$ cat src/rtl/fifo_pkg.sv
// Shared types and helpers for the stream FIFO: read-mode selector and the
// pointer-advance function used for non-power-of-two depths.
package fifo_pkg;

  typedef enum logic {
    FIFO_FWFT = 1'b0,  // head word presented combinationally
    FIFO_STD  = 1'b1   // head word registered one cycle after a read request
  } fifo_mode_t;

  // Advance a pointer by one, wrapping from depth-1 back to 0.
  function automatic int unsigned ptr_next(input int unsigned ptr,
                                           input int unsigned depth);
    return (ptr == depth - 1) ? 0 : ptr + 1;
  endfunction

endpackage

$ cat src/rtl/fifo_ram.sv
// Storage for the stream FIFO: one synchronous write port, one
// combinational read port, contents never reset.
module fifo_ram #(
  parameter int unsigned WIDTH = 8,
  parameter int unsigned DEPTH = 8,
  parameter int unsigned AW    = $clog2(DEPTH)
) (
  input  logic             clk_i,
  input  logic             we_i,
  input  logic [AW-1:0]    waddr_i,
  input  logic [WIDTH-1:0] wdata_i,
  input  logic [AW-1:0]    raddr_i,
  output logic [WIDTH-1:0] rdata_o
);

  logic [WIDTH-1:0] mem_q [DEPTH];

  // Write the addressed entry on the rising edge when enabled.
  // NOTE: no reset on the array; occupancy lives in the pointers and count,
  // so resetting every entry would only add reset fan-out for no benefit.
  always_ff @(posedge clk_i) begin
    if (we_i) begin
      mem_q[waddr_i] <= wdata_i;
    end
  end

  assign rdata_o = mem_q[raddr_i];

endmodule

$ cat src/rtl/stream_fifo.sv
// Valid/ready stream FIFO with first-word-fall-through or registered-read
// output, occupancy count, level flags and sticky overflow/underflow flags.
module stream_fifo
  import fifo_pkg::*;
#(
  parameter int unsigned WIDTH    = 8,
  parameter int unsigned DEPTH    = 8,
  parameter fifo_mode_t  MODE     = FIFO_FWFT,
  parameter int unsigned AF_LEVEL = DEPTH - 1,
  parameter int unsigned AE_LEVEL = 1
) (
  input  logic                       clk_in,
  input  logic                       rst_n_in,
  input  logic                       clear_in,
  input  logic                       s_valid_in,
  input  logic [WIDTH-1:0]           s_data_in,
  output logic                       s_ready_out,
  output logic                       m_valid_out,
  output logic [WIDTH-1:0]           m_data_out,
  input  logic                       m_ready_in,
  output logic [$clog2(DEPTH+1)-1:0] count_out,
  output logic                       full_out,
  output logic                       empty_out,
  output logic                       almost_full_out,
  output logic                       almost_empty_out,
  output logic                       overflow_out,
  output logic                       underflow_out
);

  localparam int unsigned CW = $clog2(DEPTH + 1);
  localparam int unsigned PW = (DEPTH > 1) ? $clog2(DEPTH) : 1;

  localparam logic [CW-1:0] DEPTH_C = CW'(DEPTH);
  localparam logic [CW-1:0] AF_C    = CW'(AF_LEVEL);
  localparam logic [CW-1:0] AE_C    = CW'(AE_LEVEL);

  // Reject illegal parameter sets while elaborating.
  if (WIDTH < 1) begin : g_chk_width
    $error("stream_fifo: WIDTH must be >= 1");
  end
  if (DEPTH < 2) begin : g_chk_depth
    $error("stream_fifo: DEPTH must be >= 2");
  end
  if (!((AE_LEVEL < AF_LEVEL) && (AF_LEVEL <= DEPTH))) begin : g_chk_levels
    $error("stream_fifo: need AE_LEVEL < AF_LEVEL <= DEPTH");
  end

  logic [PW-1:0]    wr_ptr_q, wr_ptr_d;
  logic [PW-1:0]    rd_ptr_q, rd_ptr_d;
  logic [CW-1:0]    count_q, count_d;
  logic             ovf_q, ovf_d;
  logic             unf_q, unf_d;
  logic             push, pop;
  logic             is_full, not_empty;
  logic             unf_set;
  logic [WIDTH-1:0] rd_data;

  // Flow control depends only on the count register, never on m_ready_in,
  // so a write to a full FIFO is dropped even when a read happens alongside.
  assign is_full     = (count_q == DEPTH_C);
  assign not_empty   = (count_q != '0);
  assign s_ready_out = !is_full;
  assign push        = s_valid_in && s_ready_out;
  assign unf_set     = (MODE == FIFO_STD) && m_ready_in && !not_empty;

  fifo_ram #(
    .WIDTH (WIDTH),
    .DEPTH (DEPTH),
    .AW    (PW)
  ) u_ram (
    .clk_i   (clk_in),
    .we_i    (push && !clear_in),
    .waddr_i (wr_ptr_q),
    .wdata_i (s_data_in),
    .raddr_i (rd_ptr_q),
    .rdata_o (rd_data)
  );

  if (MODE == FIFO_FWFT) begin : g_fwft
    assign pop         = not_empty && m_ready_in;
    assign m_valid_out = not_empty;
    // Gate the head word so stale array contents never leak out while empty
    // (and so the output is zero throughout reset).
    assign m_data_out  = not_empty ? rd_data : '0;
  end else begin : g_std
    logic             mv_q, mv_d;
    logic [WIDTH-1:0] md_q, md_d;

    assign pop = m_ready_in && not_empty;

    // Capture the popped word; valid pulses for the single following cycle.
    always_comb begin
      mv_d = pop && !clear_in;
      md_d = md_q;
      if (pop && !clear_in) begin
        md_d = rd_data;
      end
    end

    // Registered read-port output stage.
    always_ff @(posedge clk_in or negedge rst_n_in) begin
      if (!rst_n_in) begin
        mv_q <= 1'b0;
        md_q <= '0;
      end else begin
        mv_q <= mv_d;
        md_q <= md_d;
      end
    end

    assign m_valid_out = mv_q;
    assign m_data_out  = md_q;
  end

  // Next-state for pointers, occupancy and sticky error flags.
  always_comb begin
    // NOTE: every target gets a default first so no path leaves it unassigned
    // (which would infer a latch).
    wr_ptr_d = wr_ptr_q;
    rd_ptr_d = rd_ptr_q;
    count_d  = count_q;
    ovf_d    = ovf_q;
    unf_d    = unf_q;
    if (clear_in) begin
      wr_ptr_d = '0;
      rd_ptr_d = '0;
      count_d  = '0;
      ovf_d    = 1'b0;
      unf_d    = 1'b0;
    end else begin
      if (push) begin
        wr_ptr_d = PW'(ptr_next(32'(wr_ptr_q), DEPTH));
      end
      if (pop) begin
        rd_ptr_d = PW'(ptr_next(32'(rd_ptr_q), DEPTH));
      end
      case ({push, pop})
        2'b10:   count_d = count_q + CW'(1);
        2'b01:   count_d = count_q - CW'(1);
        default: count_d = count_q;
      endcase
      if (s_valid_in && is_full) begin
        ovf_d = 1'b1;
      end
      if (unf_set) begin
        unf_d = 1'b1;
      end
    end
  end

  // State registers, cleared asynchronously by reset.
  always_ff @(posedge clk_in or negedge rst_n_in) begin
    // NOTE: non-blocking assignments so every register samples pre-edge values.
    if (!rst_n_in) begin
      wr_ptr_q <= '0;
      rd_ptr_q <= '0;
      count_q  <= '0;
      ovf_q    <= 1'b0;
      unf_q    <= 1'b0;
    end else begin
      wr_ptr_q <= wr_ptr_d;
      rd_ptr_q <= rd_ptr_d;
      count_q  <= count_d;
      ovf_q    <= ovf_d;
      unf_q    <= unf_d;
    end
  end

  assign count_out        = count_q;
  assign full_out         = is_full;
  assign empty_out        = !not_empty;
  assign almost_full_out  = (count_q >= AF_C);
  assign almost_empty_out = (count_q <= AE_C);
  assign overflow_out     = ovf_q;
  assign underflow_out    = unf_q;

endmodule

$ cat config.mk
export PLATFORM = sky130hd
export DESIGN_NAME = stream_fifo
export DESIGN_NICKNAME = d
export VERILOG_FILES = /design/src/rtl/fifo_pkg.sv /design/src/rtl/fifo_ram.sv /design/src/rtl/stream_fifo.sv
export SDC_FILE = /design/constraint.sdc
export NUM_CORES = 1
export LEC_CHECK = 0
export ABC_AREA = 0
export CAP_MARGIN = 20
export CORE_MARGIN = 2
export CORE_UTILIZATION = 45
export CTS_CLUSTER_SIZE = 28
export DETAILED_ROUTE_END_ITERATION = 16
export PLACE_DENSITY = 0.66
export SLEW_MARGIN = 20
export SYNTH_ARGS = -nofsm -noshare
export SYNTH_HDL_FRONTEND = slang
export SYNTH_SLANG_ARGS = --single-unit
$ cat constraint.sdc
create_clock -name clk_in -period 5.1 [get_ports clk_in]
set_clock_uncertainty 0.05 [all_clocks]
set_input_delay 0.765 -clock clk_in [delete_from_list [all_inputs] [get_ports clk_in]]
set_output_delay 0.765 -clock clk_in [all_outputs]
set_load 0.005 [all_outputs]
==> results_dict.tcl <==
set metrics [dict create \
    yosys_register_bits 75 \
    tns_ns 0 \
    critical_path.max_fanout 18 \
    max-cap-violations 0 \
    synth-seq-area-share_pct 67.54 \
    cts-root-buf "clkbuf_8" \
    wl_um 6259 \
    hold_viol 0 \
    grt_pass1_wl_um 10030 \
    syn_nets 219 \
    required_ns 4.28 \
    cts_tree "yes" \
    synth_compound_area_share_pct 3.000 \
    postSynthAreaPerCell_um2 16.35 \
    power_density_mw_per_mm2 382.4 \
    critPathKind "reg -> out" \
    p_clk_share_pct 29.6 \
    r2r-start "count_out[0]" \
    wl_per_cell_um 18.80 \
    post_route_cells_drive_above_1_share_pct 16.03 \
    post_cts_resized 0 \
    synth_xor_area_share_pct 0 \
    worst-r2r-cell-count 6 \
    worstSkewPairLatency_ns 0.34 \
    crit_end "m_data_out[6]" \
    yosysUniqueCellTypes 37 \
    clkTransAtPathRegs_ns 0.08 \
    dpl.hpwl_um 3993 \
    track_usage_pct 18.17 \
    portBuffers 31 \
    cts.sinks 75 \
    synth.most_common_cell "edfxtp_1" \
    seqPwrFrac_pct 48.2 \
    postCtsHoldBufs 0 \
    nets 252 \
    first_pass_iters 4 \
    reg2reg_slack_ns 2.35 \
    synth_common_cells "edfxtp_1, nor2_1, mux4_2, dfrtp_1, mux2i_1" \
    synth_area_leaders "edfxtp_1, mux4_2, dfrtp_1" \
    die_w_um 89.03 \
    cellLeakagePower_uw 0.001294 \
    num_io_pins 33 \
    rsz0062_at_grt "no" \
    viasPerCell 5.288 \
    cts_inserted_buffers 9 \
    insertedDiodeCount 0 \
    route.detailed.drc 0 \
    rows 30 \
    grt_max_degree 20 \
    clk_path_buf_depth 2 \
    synth_top_area_share_pct 59.08 \
    min_period_ns 3.150 \
    max_freq_mhz 317.4 \
    hold_path.class "reg -> reg" \
    startpoint "rd_ptr_q[1]" \
    yosys.area_share.adder_pct 2.692 \
    yosysTopAreaCell "edfxtp_1" \
    switching_share_pct 25.89 \
    end_kind "output pin" \
    met2_length_um 2926 \
    slew_headroom_pct 36.10 \
    yosysWarningCount 0 \
    grt_pass1_vias 1810 \
    fin_util_pct 55.31 \
    outcome "finished, final reports clean" \
    top_layer_used "met4" \
    antenna_left 0 \
    num_vias 1761 \
    dieArea_mm2 0.007925 \
    syn_inst 199 \
    grt_overflow_total 0 \
    start_kind "flop" \
    muxShareOfSynthArea_pct 14.46 \
    synthSimpleGateAreaFrac_pct 9.231 \
    core_mm2 0.006907 \
    antenna_found_initial 0 \
    drt_iter0_markers 121 \
    gp_congestion 0.7339 \
    finalMaxSlewViolations 0 \
    synthFlopType "edfxtp_1" \
    die_y_um 89.03 \
    post_synth_instance_area_mm2 0.003253 \
    post_cts_buffers 0 \
    synth_top_family_by_area "multiplexers" \
    synthToLayoutAreaGrowth_pct 17.42 \
    nFillCells 573 \
    arrival_ns 2.34 \
    peakVddDrop_mv 0.2521 \
    start_util_pct 47.10 \
    wl_met1_um 2980 \
    async_reset_ff_share_pct 14.67 \
    p_switching_uw 378.2 \
    route.met3.wl_um 273 \
    internal-power_uw 1082 \
    combPwrFrac_pct 22.1 \
    rr_endpoint "u_ram.mem_q[2][2]" \
    synth_edf_count 64 \
    cts_max_level 3 \
    setup_viol 0 \
    min_period_over_period_pct 61.77 \
    worst_slew_pin_slew_ns 0.9550 \
]
## cells in the final DEF (no fill, tap or decap), types with 2 or more instances in the layout
master,netlist,routed
clkbuf_8,0,9
dfrtp_1,11,11
mux4_2,16,16
or3_1,5,5
ha_1,7,7
clkbuf_1,1,2
a31oi_1,2,2
nand3_1,2,2
inv_1,5,5
a21oi_1,8,8
clkinvlp_4,0,2
nand2b_1,2,2
and2_1,2,2
nand2_1,9,9
nand4b_1,3,3
nor2_1,20,20
buf_4,4,2
clkdlybuf4s50_1,0,31
mux2i_1,11,11
edfxtp_1,64,64
o21ai_0,2,2
nor3_1,4,3
## cell type report
cell class | instances | area (um2) | share of cell area (%)
flip-flops and latches | 75 | 2197 | 57.52
multi-input cells | 107 | 964.7 | 25.25
inverters | 6 | 27.53 | 0.7206
clock inverters | 5 | 53.80 | 1.408
repair buffers | 33 | 325.3 | 8.516
well taps | 96 | 120.1 | 3.144
clock buffers | 11 | 131.4 | 3.439
## routing by layer
metal  GRT usage, %  vias to the layer above
met2          26.93                       48
li1               -                      828
met1          26.66                      878
met3          4.709                        7
met4          5.834                        0
met5              0                        -
## state kept, by name, indices dropped and copies added, names as in the netlist
| name | count |
|---|---|
| u_ram.mem_q | 64 |
| wr_ptr_q | 3 |
| overflow_out | 1 |
| rd_ptr_q | 3 |
| count_out | 4 |
## power by group through the flow
stage | clock [uW] | sequential [uW] | combinational, uW
after floorplan | 0 | 709 | 201
after global placement | 0 | 717 | 327
after detailed placement | 0 | 718 | 329
after CTS | 442 | 705 | 331
after global routing | 468 | 708 | 359
final | 433 | 705 | 323
## worst max-delay path: stages (launching register included)
cell and delay, ns:
dfrtp_1 0.88, mux4_2 0.41, mux2i_1 0.16, nor2_1 0.08, clkdlybuf4s50_1 0.47
## per-stage QoR
| step | power (uW) | cell area (um2) | setup WS (ns) | hold WS, ns | instances |
|---|---|---|---|---|---|
| finish | 1461 | 3820 | 1.950 | 0.4658 | 333 |
| global route | 1536 | 3820 | 1.788 | 0.5064 | 333 |
| CTS | 1478 | 3815 | 1.900 | 0.4708 | 333 |
| detailed placement | 1047 | 3630 | 1.716 | 0.4532 | 317 |
| global placement | 1045 | 3630 | 1.807 | 0.4386 | 317 |
| floorplan | 909.5 | 3253 | 2.605 | 0.4194 | 199 |
## logic make-up after synthesis
logic type	count (synthesis)
AND/OR/NAND/NOR	55
adder cells (fa/ha/maj)	7
multiplexers	27
flip-flops	75
buffers and inverters	17
AO/OA/AOI/OAI	17
other	1
## worst min path at each step
stage                  from           end  slack [ns]  cells after the start
2_1_floorplan      rst_n_in  count_out[0]        0.42                      0
3_3_place_gp   overflow_out  overflow_out        0.44                      2
3_5_place_dp   overflow_out  overflow_out        0.45                      2
4_1_cts        overflow_out  overflow_out        0.47                      2
5_1_grt        overflow_out  overflow_out        0.51                      2
6_report       overflow_out  overflow_out        0.47                      2
(Power assumes the default switching activity.)
